--- config.mk ---
export PLATFORM = sky130hd
export DESIGN_NAME = mc_ctrl
export DESIGN_NICKNAME = d
export VERILOG_FILES = /design/src/rtl/mc_ctrl_pkg.sv /design/src/rtl/mc_dec.sv /design/src/rtl/mc_ctrl.sv
export SDC_FILE = /design/constraint.sdc
export NUM_CORES = 1
export LEC_CHECK = 0
export CAP_MARGIN = 40
export CORE_MARGIN = 3
export CORE_UTILIZATION = 32
export DETAILED_ROUTE_END_ITERATION = 8
export PLACE_DENSITY = 0.8
export SYNTH_ARGS = -nofsm -noshare
export SYNTH_HDL_FRONTEND = slang
export SYNTH_SLANG_ARGS = --single-unit
export TNS_END_PERCENT = 10
--- constraint.sdc ---
create_clock -name clk -period 1.9 [get_ports clk]
set_input_delay 0.19 -clock clk [delete_from_list [all_inputs] [get_ports clk]]
set_output_delay 0.19 -clock clk [all_outputs]
set_load 0.005 [all_outputs]
--- src/rtl/mc_ctrl_pkg.sv ---
// Shared definitions for the multi-cycle MIPS control unit: ALUop codes,
// opcode/funct constants, select encodings, FSM state encoding and the
// decoded-instruction record passed from mc_dec to mc_ctrl.
package mc_ctrl_pkg;

  // ALU operation codes consumed by the datapath ALU
  localparam logic [3:0] ALU_ADDU = 4'd0;
  localparam logic [3:0] ALU_SUBU = 4'd1;
  localparam logic [3:0] ALU_ADD  = 4'd2;
  localparam logic [3:0] ALU_AND  = 4'd3;
  localparam logic [3:0] ALU_OR   = 4'd4;
  localparam logic [3:0] ALU_SLT  = 4'd5;
  localparam logic [3:0] ALU_LUI  = 4'd6;
  localparam logic [3:0] ALU_SLL  = 4'd7;

  // Primary opcodes (instr[31:26])
  localparam logic [5:0] OP_RTYPE = 6'h00;
  localparam logic [5:0] OP_J     = 6'h02;
  localparam logic [5:0] OP_JAL   = 6'h03;
  localparam logic [5:0] OP_BEQ   = 6'h04;
  localparam logic [5:0] OP_ADDIU = 6'h09;
  localparam logic [5:0] OP_ORI   = 6'h0D;
  localparam logic [5:0] OP_LUI   = 6'h0F;
  localparam logic [5:0] OP_LW    = 6'h23;
  localparam logic [5:0] OP_SW    = 6'h2B;

  // R-type function codes (instr[5:0])
  localparam logic [5:0] FN_SLL  = 6'h00;
  localparam logic [5:0] FN_JR   = 6'h08;
  localparam logic [5:0] FN_ADD  = 6'h20;
  localparam logic [5:0] FN_ADDU = 6'h21;
  localparam logic [5:0] FN_SUBU = 6'h23;
  localparam logic [5:0] FN_AND  = 6'h24;
  localparam logic [5:0] FN_OR   = 6'h25;
  localparam logic [5:0] FN_SLT  = 6'h2A;

  // Next-PC select
  localparam logic [1:0] NPC_PC4  = 2'd0;
  localparam logic [1:0] NPC_BR   = 2'd1;
  localparam logic [1:0] NPC_JUMP = 2'd2;
  localparam logic [1:0] NPC_RS   = 2'd3;

  // Destination register select
  localparam logic [1:0] RD_RT = 2'd0;
  localparam logic [1:0] RD_RD = 2'd1;
  localparam logic [1:0] RD_RA = 2'd2;

  // Register write-data select
  localparam logic [1:0] WD_ALU = 2'd0;
  localparam logic [1:0] WD_MEM = 2'd1;
  localparam logic [1:0] WD_PC4 = 2'd2;

  // FSM state encoding; S_JAL is only reachable when jal support is built in
  typedef enum logic [3:0] {
    S_FETCH = 4'd0,
    S_DCD   = 4'd1,
    S_EXE   = 4'd2,
    S_MA    = 4'd3,
    S_MR    = 4'd4,
    S_MW    = 4'd5,
    S_WB    = 4'd6,
    S_BR    = 4'd7,
    S_JMP   = 4'd8,
    S_JAL   = 4'd9
  } state_t;

  // Instruction class flags; exactly one flag is set for any opcode/funct
  typedef struct packed {
    logic       r_alu;     // R-type ALU op (addu/subu/add/and/or/slt/sll)
    logic       i_alu;     // immediate ALU op (addiu/ori/lui)
    logic       sign_ext;  // immediate is sign-extended in EXE (addiu)
    logic       lw;
    logic       sw;
    logic       beq;
    logic       j;
    logic       jal;
    logic       jr;
    logic       illegal;
    logic [3:0] alu_op;
  } dec_t;

endpackage

--- src/rtl/mc_dec.sv ---
// Combinational opcode/funct decode for mc_ctrl. Produces one instruction
// class flag plus the ALUop used in EXE. jal/jr are only recognised when
// MC_JAL_EN is defined; otherwise they fall into the illegal class.
module mc_dec
  import mc_ctrl_pkg::*;
(
  input  logic [5:0] op,
  input  logic [5:0] funct,
  output dec_t       dec
);

  // Classify the instruction and pick its ALU operation
  always_comb begin
    dec        = '0;
    dec.alu_op = ALU_ADDU;
    case (op)
      OP_RTYPE: begin
        case (funct)
          FN_ADDU: begin dec.r_alu = 1'b1; dec.alu_op = ALU_ADDU; end
          FN_SUBU: begin dec.r_alu = 1'b1; dec.alu_op = ALU_SUBU; end
          FN_ADD:  begin dec.r_alu = 1'b1; dec.alu_op = ALU_ADD;  end
          FN_AND:  begin dec.r_alu = 1'b1; dec.alu_op = ALU_AND;  end
          FN_OR:   begin dec.r_alu = 1'b1; dec.alu_op = ALU_OR;   end
          FN_SLT:  begin dec.r_alu = 1'b1; dec.alu_op = ALU_SLT;  end
          FN_SLL:  begin dec.r_alu = 1'b1; dec.alu_op = ALU_SLL;  end
`ifdef MC_JAL_EN
          FN_JR:   dec.jr = 1'b1;
`endif
          default: dec.illegal = 1'b1;
        endcase
      end
      OP_ADDIU: begin
        dec.i_alu    = 1'b1;
        dec.sign_ext = 1'b1;
        dec.alu_op   = ALU_ADDU;
      end
      OP_ORI:   begin dec.i_alu = 1'b1; dec.alu_op = ALU_OR;  end
      OP_LUI:   begin dec.i_alu = 1'b1; dec.alu_op = ALU_LUI; end
      OP_LW:    begin dec.lw = 1'b1;    dec.alu_op = ALU_ADDU; end
      OP_SW:    begin dec.sw = 1'b1;    dec.alu_op = ALU_ADDU; end
      OP_BEQ:   begin dec.beq = 1'b1;   dec.alu_op = ALU_SUBU; end
      OP_J:     dec.j = 1'b1;
`ifdef MC_JAL_EN
      OP_JAL:   dec.jal = 1'b1;
`endif
      default:  dec.illegal = 1'b1;
    endcase
  end

endmodule

--- src/rtl/mc_ctrl.sv ---
// Multi-cycle MIPS control unit. Sequences each instruction through
// FETCH/DCD/EXE/MA/MR/MW/WB/BR/JMP and drives the datapath enables, mux
// selects and ALUop. Outputs are a Moore decode of state plus instr, except
// PCWr in BR which follows zero combinationally. While rst_n is low every
// output is forced to 0.
// Optional feature: define MC_JAL_EN to add jal (JAL state) and jr (via JMP).
module mc_ctrl
  import mc_ctrl_pkg::*;
(
  input  logic        clk,
  input  logic        rst_n,
  input  logic [31:0] instr,
  input  logic        zero,
  output logic        PCWr,
  output logic [1:0]  NPCOp,
  output logic        IRWr,
  output logic        RegWr,
  output logic [1:0]  RegDst,
  output logic [1:0]  WDSel,
  output logic        ALUSrc,
  output logic        ExtOp,
  output logic        MemWr,
  output logic [3:0]  ALUop,
  output logic        illegal,
  output state_t      dbg_state
);

  state_t state;
  state_t state_nx;
  dec_t   dec;

  // Raw (ungated) output decode
  logic       pcwr_c;
  logic [1:0] npcop_c;
  logic       irwr_c;
  logic       regwr_c;
  logic [1:0] regdst_c;
  logic [1:0] wdsel_c;
  logic       alusrc_c;
  logic       extop_c;
  logic       memwr_c;
  logic [3:0] aluop_c;
  logic       illegal_c;

  // Register/immediate fields are consumed by the datapath, not here
  logic unused_instr;
  assign unused_instr = ^instr[25:6];

  mc_dec u_dec (
    .op    (instr[31:26]),
    .funct (instr[5:0]),
    .dec   (dec)
  );

  // State register; reset returns to FETCH asynchronously
  always_ff @(posedge clk or negedge rst_n) begin
    if (!rst_n) state <= S_FETCH;
    else        state <= state_nx;
  end

  // Next-state decode; any unlisted state value recovers to FETCH
  always_comb begin
    state_nx = S_FETCH;
    case (state)
      S_FETCH: state_nx = S_DCD;
      S_DCD: begin
        // Class flags are one-hot, so these do not overlap
        state_nx = S_FETCH;
        if (dec.r_alu || dec.i_alu) state_nx = S_EXE;
        if (dec.lw || dec.sw)       state_nx = S_MA;
        if (dec.beq)                state_nx = S_BR;
        if (dec.j)                  state_nx = S_JMP;
`ifdef MC_JAL_EN
        if (dec.jal)                state_nx = S_JAL;
        if (dec.jr)                 state_nx = S_JMP;
`endif
      end
      S_EXE:   state_nx = S_WB;
      S_MA:    state_nx = dec.lw ? S_MR : S_MW;
      S_MR:    state_nx = S_WB;
      S_MW:    state_nx = S_FETCH;
      S_WB:    state_nx = S_FETCH;
      S_BR:    state_nx = S_FETCH;
      S_JMP:   state_nx = S_FETCH;
`ifdef MC_JAL_EN
      S_JAL:   state_nx = S_FETCH;
`endif
      default: state_nx = S_FETCH;
    endcase
  end

  // Output decode from state and the held instruction
  always_comb begin
    pcwr_c    = 1'b0;
    npcop_c   = NPC_PC4;
    irwr_c    = 1'b0;
    regwr_c   = 1'b0;
    regdst_c  = RD_RT;
    wdsel_c   = WD_ALU;
    alusrc_c  = 1'b0;
    extop_c   = 1'b0;
    memwr_c   = 1'b0;
    aluop_c   = ALU_ADDU;
    illegal_c = 1'b0;
    case (state)
      S_FETCH: begin
        irwr_c = 1'b1;
        pcwr_c = 1'b1;
      end
      S_DCD: illegal_c = dec.illegal;
      S_EXE: begin
        aluop_c  = dec.alu_op;
        alusrc_c = dec.i_alu;
        extop_c  = dec.sign_ext;
      end
      S_MA: begin
        aluop_c  = ALU_ADDU;
        alusrc_c = 1'b1;
        extop_c  = 1'b1;
      end
      S_MW: memwr_c = 1'b1;
      S_WB: begin
        regwr_c  = 1'b1;
        regdst_c = dec.r_alu ? RD_RD : RD_RT;
        wdsel_c  = dec.lw ? WD_MEM : WD_ALU;
      end
      S_BR: begin
        aluop_c = ALU_SUBU;
        npcop_c = NPC_BR;
        pcwr_c  = zero;
      end
      S_JMP: begin
        pcwr_c  = 1'b1;
`ifdef MC_JAL_EN
        npcop_c = dec.jr ? NPC_RS : NPC_JUMP;
`else
        npcop_c = NPC_JUMP;
`endif
      end
`ifdef MC_JAL_EN
      S_JAL: begin
        pcwr_c   = 1'b1;
        npcop_c  = NPC_JUMP;
        regwr_c  = 1'b1;
        regdst_c = RD_RA;
        wdsel_c  = WD_PC4;
      end
`endif
      default: ;
    endcase
  end

  // Reset forces every enable, select and ALUop to zero immediately
  assign PCWr      = rst_n & pcwr_c;
  assign NPCOp     = rst_n ? npcop_c  : 2'b00;
  assign IRWr      = rst_n & irwr_c;
  assign RegWr     = rst_n & regwr_c;
  assign RegDst    = rst_n ? regdst_c : 2'b00;
  assign WDSel     = rst_n ? wdsel_c  : 2'b00;
  assign ALUSrc    = rst_n & alusrc_c;
  assign ExtOp     = rst_n & extop_c;
  assign MemWr     = rst_n & memwr_c;
  assign ALUop     = rst_n ? aluop_c  : 4'd0;
  assign illegal   = rst_n & illegal_c;
  assign dbg_state = state;

endmodule
Word-level counts from Yosys, hierarchy flattened --
Index checks and enable logic that the tools add are counted.
Storage, ports and cells: flip-flop bits (word level) 4, output and inout bits 21, word-level logic and storage cells 74
Operators by class: equal/unequal tests 21, muxes and demuxes 35, bitwise gates (word level) 7, reductions and logical operators 10
Operators with widths (count):
- equality test 6 bit, second input constant | 8
- equality test 6 x 4 -> 1 bit, second input constant | 3
- 2-to-1 mux 1 bit | 18
- case mux 3 bit (6 select lines) | 1
- equality test 4 x 3 -> 1 bit, second input constant | 4
- 2-to-1 mux 4 bit | 4
- case mux 4 bit (4 select lines) | 1
- OR reduction 7 bit | 2
- zero test 6 bit | 2
- case mux 3 bit (4 select lines) | 1
- equality test 4 x 2 -> 1 bit, second input constant | 2
- 2-to-1 mux 2 bit | 4
- case mux 1 bit (2 select lines) | 4
- case mux 4 bit (2 select lines) | 1
- AND 1 bit | 7
- equality test 6 x 2 -> 1 bit, second input constant | 1
- equality test 6 x 3 -> 1 bit, second input constant | 1
- equality test 4 x 1 -> 1 bit, second input constant | 1
- equality test 4 bit, second input constant | 1
- zero test 4 bit | 1
- case mux 2 bit (2 select lines) | 1
- OR reduction 2 bit | 2
- OR reduction 3 bit | 1
- logical OR 1 bit | 2

Logic depth before layout (Yosys ltp) --
Gate-level depths: netlist (run 1).
word-level depth 10, mapped depth 6, gate-level depth less buffers 5

By module --
A second synthesis (run 1) with hierarchy kept.
Second synthesis, totals: cells, all modules 107, area, all modules 749.5 um^2
Modules (own cells, without submodules):
- mc_ctrl | times used 1, cells each 55, area each 402.9 um^2
- mc_dec | times used 1, cells each 52, area each 346.6 um^2

Worst setup path before layout (run 1) --
No wires, ideal clock.
kind reg-to-reg, start reg state[1], in the netlist dbg_state[1], end reg state[1], in the netlist dbg_state[1], setup time 101 ps, arrival time 1381 ps, data required time 1799 ps, slack 419 ps, stages on the path, launching flop included 5, cell sequence dfrtp_1 -> clkbuf_1 -> or2b_1 -> or4b_1 -> o32ai_1
Between the ends: longest elaborated chain between the ends 3
Ends and longest elaborated chain:
- start: declaration | line mc_ctrl.sv:28 | state_t state;
- start signal: assignment | line mc_ctrl.sv:58 | else state <= state_nx;
- equality test 4 x 3 -> 1 bit or equality test 4 x 2 -> 1 bit (tied branches) | line mc_ctrl.sv:64 | case (state)
- OR reduction 2 bit (no source line)
- case mux 4 bit (4 select lines) * | line mc_ctrl.sv:64
- via state_nx[1] | line mc_ctrl.sv:29 | state_t state_nx;
The timed path passes the listed nets; every way through them passes the cells marked *.

Worst setup path in the final report (run 1) --
start in instr[30], end out illegal
Between the ends: longest elaborated chain between the ends 5
Ends and longest elaborated chain:
- start: declaration | line mc_ctrl.sv:12 | input logic [31:0] instr,
- equality test 6 x 4 -> 1 bit (tied with other cells) | line mc_dec.sv:16 | case (op)
- OR reduction 7 bit (no source line)
- case mux 1 bit (2 select lines) * | line mc_dec.sv:16
- 2-to-1 mux 1 bit * | line mc_ctrl.sv:105 | case (state)
- AND 1 bit * | line mc_ctrl.sv:164 | assign illegal = rst_n & illegal_c;
- end: declaration | line mc_ctrl.sv:24 | output logic illegal,
Mark *: on every way between the ends. The rest lies on a longest branch, timed or not.

==> run summary, run 1 <==
Hold Vio Cnt, Final - 0
CTS tree - yes
Biggest area consumer among synthesized cells - dfrtp_1
Clk root buf - clkbuf_4
Starting Density - 35.8%
Power, Total - 0.000983 W
Main synth FF type - dfrtp_1
Dpl hpwl - 2030 microns
Worst-path clk slew - 0.04 ns
Synth top area share - 15.2%
Final setup fails - 0
Worst EP arrival - 1.69 ns
Crit Path Max Fanout - 4
Maximum resistive drop on vdd - 0.000388 V
Area of the multi-input gates - 567 sq um
Ant diodes - 0
# rows - 15
Syn Inst Count - 100
Area Overhead vs Synth - 107%
Unrepaired setup endpoints after global routing - true
DR DRC count - 0
Net Switching - 0.000374 W
Max-slew violations - 0
HP Class - input pin to asynchronous set/reset pin
Gr usage total - 20.7%
CTS Buf Count - 3
Via count of the first global-routing pass - 943
Placed cell count - 188
FF/Latch Area - 103 sq um
Sequential-to-total area share from yosys stat - 15.2%
Max Buffers Root-to-Sink - 2
Clock power share - 10.9%
Max reg flops - 4
Tcrit/Tclk final - 99.2%
Fin nets - 210
Int Pwr - 0.000609 W
Antenna violations before repair - 0
Sequential share of power - 17.0%
Starting DRT DRC Count - 31
Post-synthesis async set-or-reset flop share - 100%
Tmin final - 1.88 ns
Static Leak - 0.709 nW
Latest clock arrival within the worst-skew pair - 0.23 ns
R2R depth - 3
Port bufs - 32
Reg2reg start - dbg_state[1]
Mean Syn Cell Area - 6.58 sq um
H-tree depth - 1
Achievable Freq - 531 MHz
Global-route wire length before repair - 4180 microns
Gate power share - 72.1%
Final GP Congestion - 0.864
Mapped Area - 658 sq um
Congestion Overflow GR - 0
CP Class - input pin to output port
Crit path required time - 1.71 ns
Pre-antenna DRT Iters - 4
Worst path cell trace - clkdlybuf4s50_1 > or2_4 > or3_2 > and4_1 > buf_2
Pin count of the biggest net entering global routing - 9
Fill count - 153
Worst clock skew - 0.00521 ns
Routed wire length - 2600 microns
Type of destination of the critical path - output port
CTS Hold Bufs - 0
Yosys reg bits - 4
R2r setup slk - 0.47 ns
Final design utilization - 74.2%
Library cells used by synthesis - 44
Die height - 51.4 microns
Cell Count, Final, Fillers Out - 198
Post-DR wirelength/cell - 13.1 microns
Die width - 51.4 microns
# clock sinks - 4
Ranking of synthesized cells by area - dfrtp_1 (15%), nor2_1 (8.6%), nand2_1 (5.7%)
DR vias - 1,011
Power per cell area - 720 mW/mm^2
DRT antenna net count - 0
Number of flops mapped to enable cells by yosys - 0
Hold slack final - 0.363 ns
Critical path startpoint - instr[30]
Sw Ratio - 38.0%
Run status - finished clean
CP Launch Type - input pin
Proportion of layout cells with a drive suffix above 1 - 40.5%
Crit Reg-Reg Endpoint - dbg_state[1]
YS warnings - 0
I/O pin cnt - 56
Max-cap viol count - 0
Core area - 0.00184 sq mm
Die area - 0.00264 sq mm
Crit-path slowest cell - or3_2
DR vias/cell - 5.11
CP max stage delay - 0.47 ns
[synth_stat cells (2+ instances only)]
| library cell | number |
|---|---|
| nand2_1 | 10 |
| buf_4 | 4 |
| o31ai_1 | 2 |
| nand3_1 | 2 |
| dfrtp_1 | 4 |
| and2_1 | 2 |
| a21oi_1 | 6 |
| clkbuf_1 | 2 |
| o22ai_1 | 2 |
| nor2_1 | 15 |
| buf_2 | 2 |
| nor2b_1 | 5 |
| nor3_1 | 7 |
| a31oi_1 | 2 |
| and3_1 | 2 |
| inv_1 | 2 |
| o21ai_0 | 3 |
| or4b_1 | 2 |
[per-layer routing]
layer | routed length (microns) | GRT usage [%]
met1 | 1050 | 22.6
met2 | 1400 | 38.8
met3 | 132 | 4.96
met4 | 11 | 6.55
met5 | 0 | 0
[critical path, delay by kind of cell]
family / cells / cell delay [ns]
AND/OR/NAND/NOR: 3 / 0.95
buffers and inverters: 2 / 0.55
[layout make-up]
type | count | share of cell area, %
Clock buffer | 3 | 1.65
Timing Repair Buffer | 76 | 46.5
Tap cell | 25 | 2.29
Inverter | 2 | 0.550
Multi-Input combinational cell | 88 | 41.5
Sequential cell | 4 | 7.52
[cell families after synthesis]
kind of cell / after synthesis / synth area share [%]
AO/OA/AOI/OAI: 25 / 24.5
XOR/XNOR: 2 / 2.66
buffers and inverters: 10 / 8.37
flip-flops: 4 / 15.2
other: 1 / 0.570
AND/OR/NAND/NOR: 58 / 48.7
[timing repair]
action / in CTS / in global routing
pin swaps: 10 / 2
setup endpoints to repair: 12 / 12
gates resized for setup: 35 / 13
setup buffers: 4 / 3
[through the flow]
| step | area [sq um] | setup WS [ns] | setup TNS, ns |
|---|---|---|---|
| 5_1_grt | 1370 | -0.0507 | -0.114 |
| 3_3_place_gp | 1250 | -0.466 | -2.74 |
| 3_5_place_dp | 1250 | -0.535 | -3.17 |
| 2_1_floorplan | 666 | 0.419 | 0 |
| 6_report | 1370 | 0.0157 | 0 |
| 4_1_cts | 1310 | -0.0928 | -0.151 |
[worst max-delay path by stage]
stage	endpoint	slack, ns
after global routing	illegal	-0.05
final	illegal	0.02
after global placement	illegal	-0.47
after detailed placement	illegal	-0.54
after CTS	illegal	-0.09
after floorplan	dbg_state[1]	0.42
[power by group through the flow]
| stage | registers [W] | clock network [W] | logic (W) |
|---|---|---|---|
| after global placement | 0.000166 | 0 | 0.000604 |
| after detailed placement | 0.000164 | 0 | 0.000626 |
| after floorplan | 0.000139 | 0 | 0.000295 |
| after CTS | 0.000169 | 0.000110 | 0.000641 |
| final | 0.000167 | 0.000107 | 0.000709 |
| after global routing | 0.000172 | 0.000122 | 0.000767 |
[layout by cell type (no fill, tap or decap), types with 3 or more instances in the layout]
| master | n |
|---|---|
| dlygate4sd2_1 | 9 |
| nor3_1 | 5 |
| nor2b_1 | 3 |
| clkdlybuf4s50_1 | 11 |
| nand2_1 | 10 |
| clkbuf_4 | 3 |
| buf_4 | 45 |
| a21oi_1 | 6 |
| buf_2 | 3 |
| dlymetal6s2s_1 | 7 |
| conb_1 | 3 |
| nor2_1 | 12 |
| o21ai_0 | 3 |
(Power assumes the default switching activity.)
==> run 2: changes to the inputs <==
RECOVER_POWER = 100   (was unset)
==> run summary, run 2 (synthesis results as in run 1) <==
Die width - 51.4 microns (unchanged)
Crit Path Max Fanout - 4 (unchanged)
# rows - 15 (unchanged)
Core area - 0.00184 sq mm (unchanged)
Via count of the first global-routing pass - 943 (unchanged)
Met3 usage - 4.96% (unchanged)
Final setup fails - 0 (unchanged)
# clock sinks - 4 (unchanged)
HP Class - input pin to asynchronous set/reset pin (unchanged)
Grt met1 use - 22.6% (unchanged)
Crit path required time - 1.71 ns (about the same)
Tmin final - 1.89 ns (was 1.88 ns)
CTS tree - yes (unchanged)
Port bufs - 32 (unchanged)
Worst path cell trace - clkdlybuf4s50_1 > or2_4 > or3_2 > and4_1 > buf_2 (unchanged)
Worst EP arrival - 1.70 ns (was 1.69 ns)
H-tree depth - 1 (unchanged)
FF/Latch Area - 100 sq um (was 103 sq um)
Max-slew violations - 0 (unchanged)
Worst-path clk slew - 0.04 ns (about the same)
Antenna violations before repair - 0 (unchanged)
GR Layer Usage met2 - 38.8% (unchanged)
Type of destination of the critical path - output port (unchanged)
R2R depth - 3 (unchanged)
Congestion Overflow GR - 0 (unchanged)
DR vias - 1,009 (was 1,011)
CP max stage delay - 0.47 ns (about the same)
Crit Reg-Reg Endpoint - dbg_state[1] (unchanged)
CP delay by family, top - simple AND/OR/NAND/NOR gates (unchanged)
Commonest non-fill, non-tap cells in the layout - buf_4 (43), nor2_1 (13), clkdlybuf4s50_1 (11) (was buf_4 (45), nor2_1 (12), clkdlybuf4s50_1 (11))
Cell Count, Final, Fillers Out - 198 (unchanged)
Placed cell count - 188 (unchanged)
DR vias/cell - 5.10 (was 5.11)
Latest clock arrival within the worst-skew pair - 0.23 ns (about the same)
Power per cell area - 716 mW/mm^2 (was 720 mW/mm^2)
Clk root buf - clkbuf_4 (unchanged)
Tcrit/Tclk final - 99.2% (about the same)
Proportion of layout cells with a drive suffix above 1 - 37.0% (was 40.5%)
CP Buf/Inv Count - 2 (unchanged)
Commonest non-fill, non-tap cell in the layout - buf_4 (unchanged)
Static Leak - 0.681 nW (was 0.709 nW)
Post-DR wirelength/cell - 13.1 microns (about the same)
Starting DRT DRC Count - 27 (was 31)
Worst path depth - 5 (unchanged)
CP Launch Type - input pin (unchanged)
Unrepaired setup endpoints after global routing - true (unchanged)
Dpl hpwl - 2030 microns (unchanged)
Crit-path slowest cell - or3_2 (unchanged)
Power, Total - 0.000960 W (was 0.000983 W)
Max reg flops - 4 (unchanged)
Max-cap viol count - 0 (unchanged)
Maximum resistive drop on vdd - 0.000380 V (was 0.000388 V)
R2r setup slk - 0.46 ns (was 0.47 ns)
Run status - finished clean (unchanged)
Area Overhead vs Synth - 104% (was 107%)
Starting Density - 35.8% (unchanged)
Ant diodes - 0 (unchanged)
Gr usage total - 20.7% (unchanged)
Pre-antenna DRT Iters - 4 (unchanged)
I/O pin cnt - 56 (unchanged)
Achievable Freq - 530 MHz (was 531 MHz)
Max Buffers Root-to-Sink - 2 (unchanged)
Reg2reg start - dbg_state[1] (unchanged)
Die area - 0.00264 sq mm (unchanged)
Fin nets - 210 (unchanged)
Area of the multi-input gates - 554 sq um (was 567 sq um)
DR DRC count - 0 (unchanged)
Final GP Congestion - 0.864 (unchanged)
DRT antenna net count - 0 (unchanged)
Gr busiest metal - met2 (unchanged)
Fill count - 162 (was 153)
Worst clock skew - 0.00536 ns (was 0.00521 ns)
Hold slack final - 0.359 ns (was 0.363 ns)
CP Class - input pin to output port (unchanged)
CTS Buf Count - 3 (unchanged)
Die height - 51.4 microns (unchanged)
Hold Vio Cnt, Final - 0 (unchanged)
Global-route wire length before repair - 4180 microns (unchanged)
Pin count of the biggest net entering global routing - 9 (unchanged)
Routed wire length - 2590 microns (was 2600 microns)
==> run 2: changes by cell type in the layout (fill, tap and decap cells not counted), sizes merged <==
cell / change
clkbuf: +2
dlymetal6s2s: -1
buf: -2
clkdlybuf4s25: +1
==> run 2: worst max-delay path by stage <==
stage / end / start / slack [ns]
final: illegal / instr[30] / 0.01
after global placement: illegal / instr[28] / -0.47
after global routing: illegal / instr[1] / -0.05
after detailed placement: illegal / instr[28] / -0.54
after floorplan: dbg_state[1] / dbg_state[1] / 0.42
after CTS: illegal / instr[5] / -0.09
==> run 2: worst register-to-register path: stages (launching register included) <==
cell and delay [ns]:
dfrtp_1 0.44, or2b_1 0.27, or4b_1 0.46, o32ai_1 0.15
==> run 2: cell type report <==
cell class	count	area share (%)
Timing Repair Buffer	76	46.6
Multi-Input combinational cell	88	41.4
Sequential cell	4	7.47
Tap cell	25	2.33
Clock buffer	3	1.68
Inverter	2	0.560
==> run 2: power breakdown <==
part           switching, W  leakage [nW]  internal (W)
logic              0.000285         0.617      0.000404
clock network     0.0000365        0.0138     0.0000708
registers         0.0000455        0.0508      0.000118
==> run 2: repair_timing <==
action                                 4_1_cts  5_1_grt
setup endpoints to repair                   12       12
resized for setup                           35       13
gates cloned                                 0        0
hold buffers                                 0        0
setup buffers                                4        3
endpoints found under the hold margin        0        0
pin swaps                                   10        2
==> run 2: stage by stage <==
stage	utilization (%)	setup WS, ns	cell area [sq um]	TNS [ns]
after floorplan	-	0.419	666	0
after global placement	67.8	-0.466	1250	-2.74
after detailed placement	67.8	-0.535	1250	-3.17
after CTS	71.4	-0.0928	1310	-0.151
after global routing	72.9	-0.0507	1340	-0.164
final	72.9	0.0143	1340	0
==> run 2: routing by layer <==
metal	share of wire, %	vias up
li1	-	509
met5	0	-
met4	0.73	0
met2	54	39
met1	40	457
met3	5.7	4
==> run 3: changes to the inputs <==
GPL_TIMING_DRIVEN = 0   (was unset)
SLEW_MARGIN = 20   (was unset)
==> run summary, run 3 (synthesis results as in run 1) <==
Run status - finished with violations (was finished clean)
Failing checks - negative setup slack
Starting Density - 35.8% (unchanged)
GR Layer Usage met2 - 32.4% (was 38.8%)
Ant diodes - 0 (unchanged)
CTS Buf Count - 3 (unchanged)
Maximum resistive drop on vdd - 0.000339 V (was 0.000380 V)
Tmin final - 2.03 ns (was 1.89 ns)
Commonest non-fill, non-tap cell in the layout - nor2_1 (was buf_4)
Unrepaired setup endpoints after global routing - true (unchanged)
Routed wire length - 2210 microns (was 2590 microns)
Power per cell area - 753 mW/mm^2 (was 716 mW/mm^2)
HP Class - input pin to flop (was input pin to asynchronous set/reset pin)
Max Buffers Root-to-Sink - 2 (unchanged)
Clk root buf - clkbuf_4 (unchanged)
Hold Vio Cnt, Final - 0 (unchanged)
Static Leak - 0.506 nW (was 0.681 nW)
FF/Latch Area - 101 sq um (was 100 sq um)
CP max stage delay - 0.56 ns (was 0.47 ns)
Int Pwr - 0.000497 W (was 0.000592 W)
Antenna violations before repair - 0 (unchanged)
Max-slew violations - 0 (unchanged)
Congestion Overflow GR - 0 (unchanged)
Sw Ratio - 40.9% (was 38.3%)
Port bufs - 30 (was 32)
Grt met1 use - 16.5% (was 22.6%)
Worst clock skew - 0.00265 ns (was 0.00536 ns)
Global-route wire length before repair - 3310 microns (was 4180 microns)
Clock power share - 12.6% (was 11.2%)
Max reg flops - 4 (unchanged)
Worst-path clk slew - 0.04 ns (about the same)
Crit path required time - 1.71 ns (about the same)
Fill count - 187 (was 162)
DRT antenna net count - 0 (unchanged)
Die height - 51.4 microns (unchanged)
Dpl hpwl - 1650 microns (was 2030 microns)
Gate power share - 67.0% (was 71.8%)
CP Buf/Inv Count - 2 (unchanged)
Via count of the first global-routing pass - 778 (was 943)
Hold slack final - 0.425 ns (was 0.359 ns)
# rows - 15 (unchanged)
Worst path cell trace - clkdlybuf4s15_2 > or4b_4 > a21boi_1 > o21ai_1 > a22oi_2 > and4_1 > dlygate4sd2_1 (was clkdlybuf4s50_1 > or2_4 > or3_2 > and4_1 > buf_2)
DR DRC count - 0 (unchanged)
Gr busiest metal - met2 (unchanged)
Final setup fails - 3 (was 0)
# clock sinks - 4 (unchanged)
Commonest non-fill, non-tap cells in the layout - nor2_1 (13), dlygate4sd2_1 (9), nand2_1 (8), buf_4 (8), clkdlybuf4s50_1 (8) (was buf_4 (43), nor2_1 (13), clkdlybuf4s50_1 (11))
I/O pin cnt - 56 (unchanged)
Gr usage total - 16.8% (was 20.7%)
DR vias/cell - 5.42 (was 5.10)
Type of destination of the critical path - output port (unchanged)
H-tree depth - 1 (unchanged)
Achievable Freq - 491 MHz (was 530 MHz)
Max-cap viol count - 0 (unchanged)
CP Launch Type - input pin (unchanged)
DR vias - 889 (was 1,009)
Post-DR wirelength/cell - 13.5 microns (was 13.1 microns)
Die width - 51.4 microns (unchanged)
Pre-antenna DRT Iters - 4 (unchanged)
Starting DRT DRC Count - 12 (was 27)
Die area - 0.00264 sq mm (unchanged)
Net Switching - 0.000344 W (was 0.000367 W)
Crit Path Max Fanout - 7 (was 4)
Core area - 0.00184 sq mm (unchanged)
Met3 usage - 2.92% (was 4.96%)
Fin nets - 176 (was 210)
Crit-path slowest cell - or4b_4 (was or3_2)
CP delay by family, top - simple AND/OR/NAND/NOR gates (unchanged)
Proportion of layout cells with a drive suffix above 1 - 25.9% (was 37.0%)
Pin count of the biggest net entering global routing - 12 (was 9)
Power, Total - 0.000841 W (was 0.000960 W)
Area of the multi-input gates - 573 sq um (was 554 sq um)
CTS tree - yes (unchanged)
Final worst setup slack - -0.135 ns (was 0.0143 ns)
Tcrit/Tclk final - 107% (was 99.2%)
Final GP Congestion - 0.813 (was 0.864)
Area Overhead vs Synth - 69.8% (was 104%)
Sequential share of power - 20.4% (was 17.0%)
Worst EP arrival - 1.84 ns (was 1.70 ns)
CP Class - input pin to output port (unchanged)
Latest clock arrival within the worst-skew pair - 0.24 ns (was 0.23 ns)
==> run 3: repair_timing <==
action                                 4_1_cts  5_1_grt
pin swaps                                    6        3
hold buffers                                 1        0
setup endpoints to repair                   14       12
buffers inserted                             1        3
resized for setup                           36       16
endpoints found under the hold margin        4        0
==> run 3: power groups by stage <==
stage | registers, W | logic (W) | clock network [W]
floorplan | 0.000139 | 0.000295 | 0
global placement | 0.000136 | 0.000499 | 0
detailed placement | 0.000138 | 0.000515 | 0
CTS | 0.000165 | 0.000532 | 0.000109
global route | 0.000179 | 0.000609 | 0.000120
finish | 0.000172 | 0.000564 | 0.000106
==> run 3: area by class of cell <==
cell class,count,share of cell area (%)
inverters,2,0.672
clock buffers,3,2.02
multi-input cells,88,51.3
flip-flops and latches,4,9.07
plain buffers,7,4.93
repair buffers,35,29.2
well taps,25,2.80
==> run 3: tightest hold or removal path, cell delays in order <==
cell             delay (ns)
clkdlybuf4s15_2        0.24
or3_2                  0.15
nor2b_1                0.04
==> run 3: through the flow <==
| stage | utilization (%) | worst slack (ns) | TNS (ns) | area (sq um) | instances |
|---|---|---|---|---|---|
| 6_report | 60.7 | -0.135 | -0.172 | 1120 | 164 |
| 5_1_grt | 60.7 | -0.174 | -0.644 | 1120 | 164 |
| 4_1_cts | 58.4 | -0.195 | -0.351 | 1070 | 161 |
| 3_5_place_dp | 54.2 | -0.637 | -3.48 | 997 | 157 |
| 3_3_place_gp | 54.2 | -0.612 | -3.28 | 997 | 157 |
| 2_1_floorplan | - | 0.419 | 0 | 666 | 102 |
==> run 3: path summary, 6_finish.rpt <==
path                              start  slack [ns]  cells past startpoint            to
min reg2reg                dbg_state[3]        0.58                      1  dbg_state[2]
max reg2reg                dbg_state[1]        0.39                      3  dbg_state[1]
max                           instr[26]       -0.13                      7       illegal
max in group asynchronous         rst_n        1.06                      2  dbg_state[1]
min                           instr[26]        0.43                      3  dbg_state[3]
min in group asynchronous         rst_n        0.64                      2  dbg_state[3]
==> run 3: routing by layer <==
metal / vias up / part of all wire (%)
met3: 6 / 5.4
met1: 409 / 40
met2: 32 / 52
met5: - / 0
li1: 442 / -
met4: 0 / 2.3
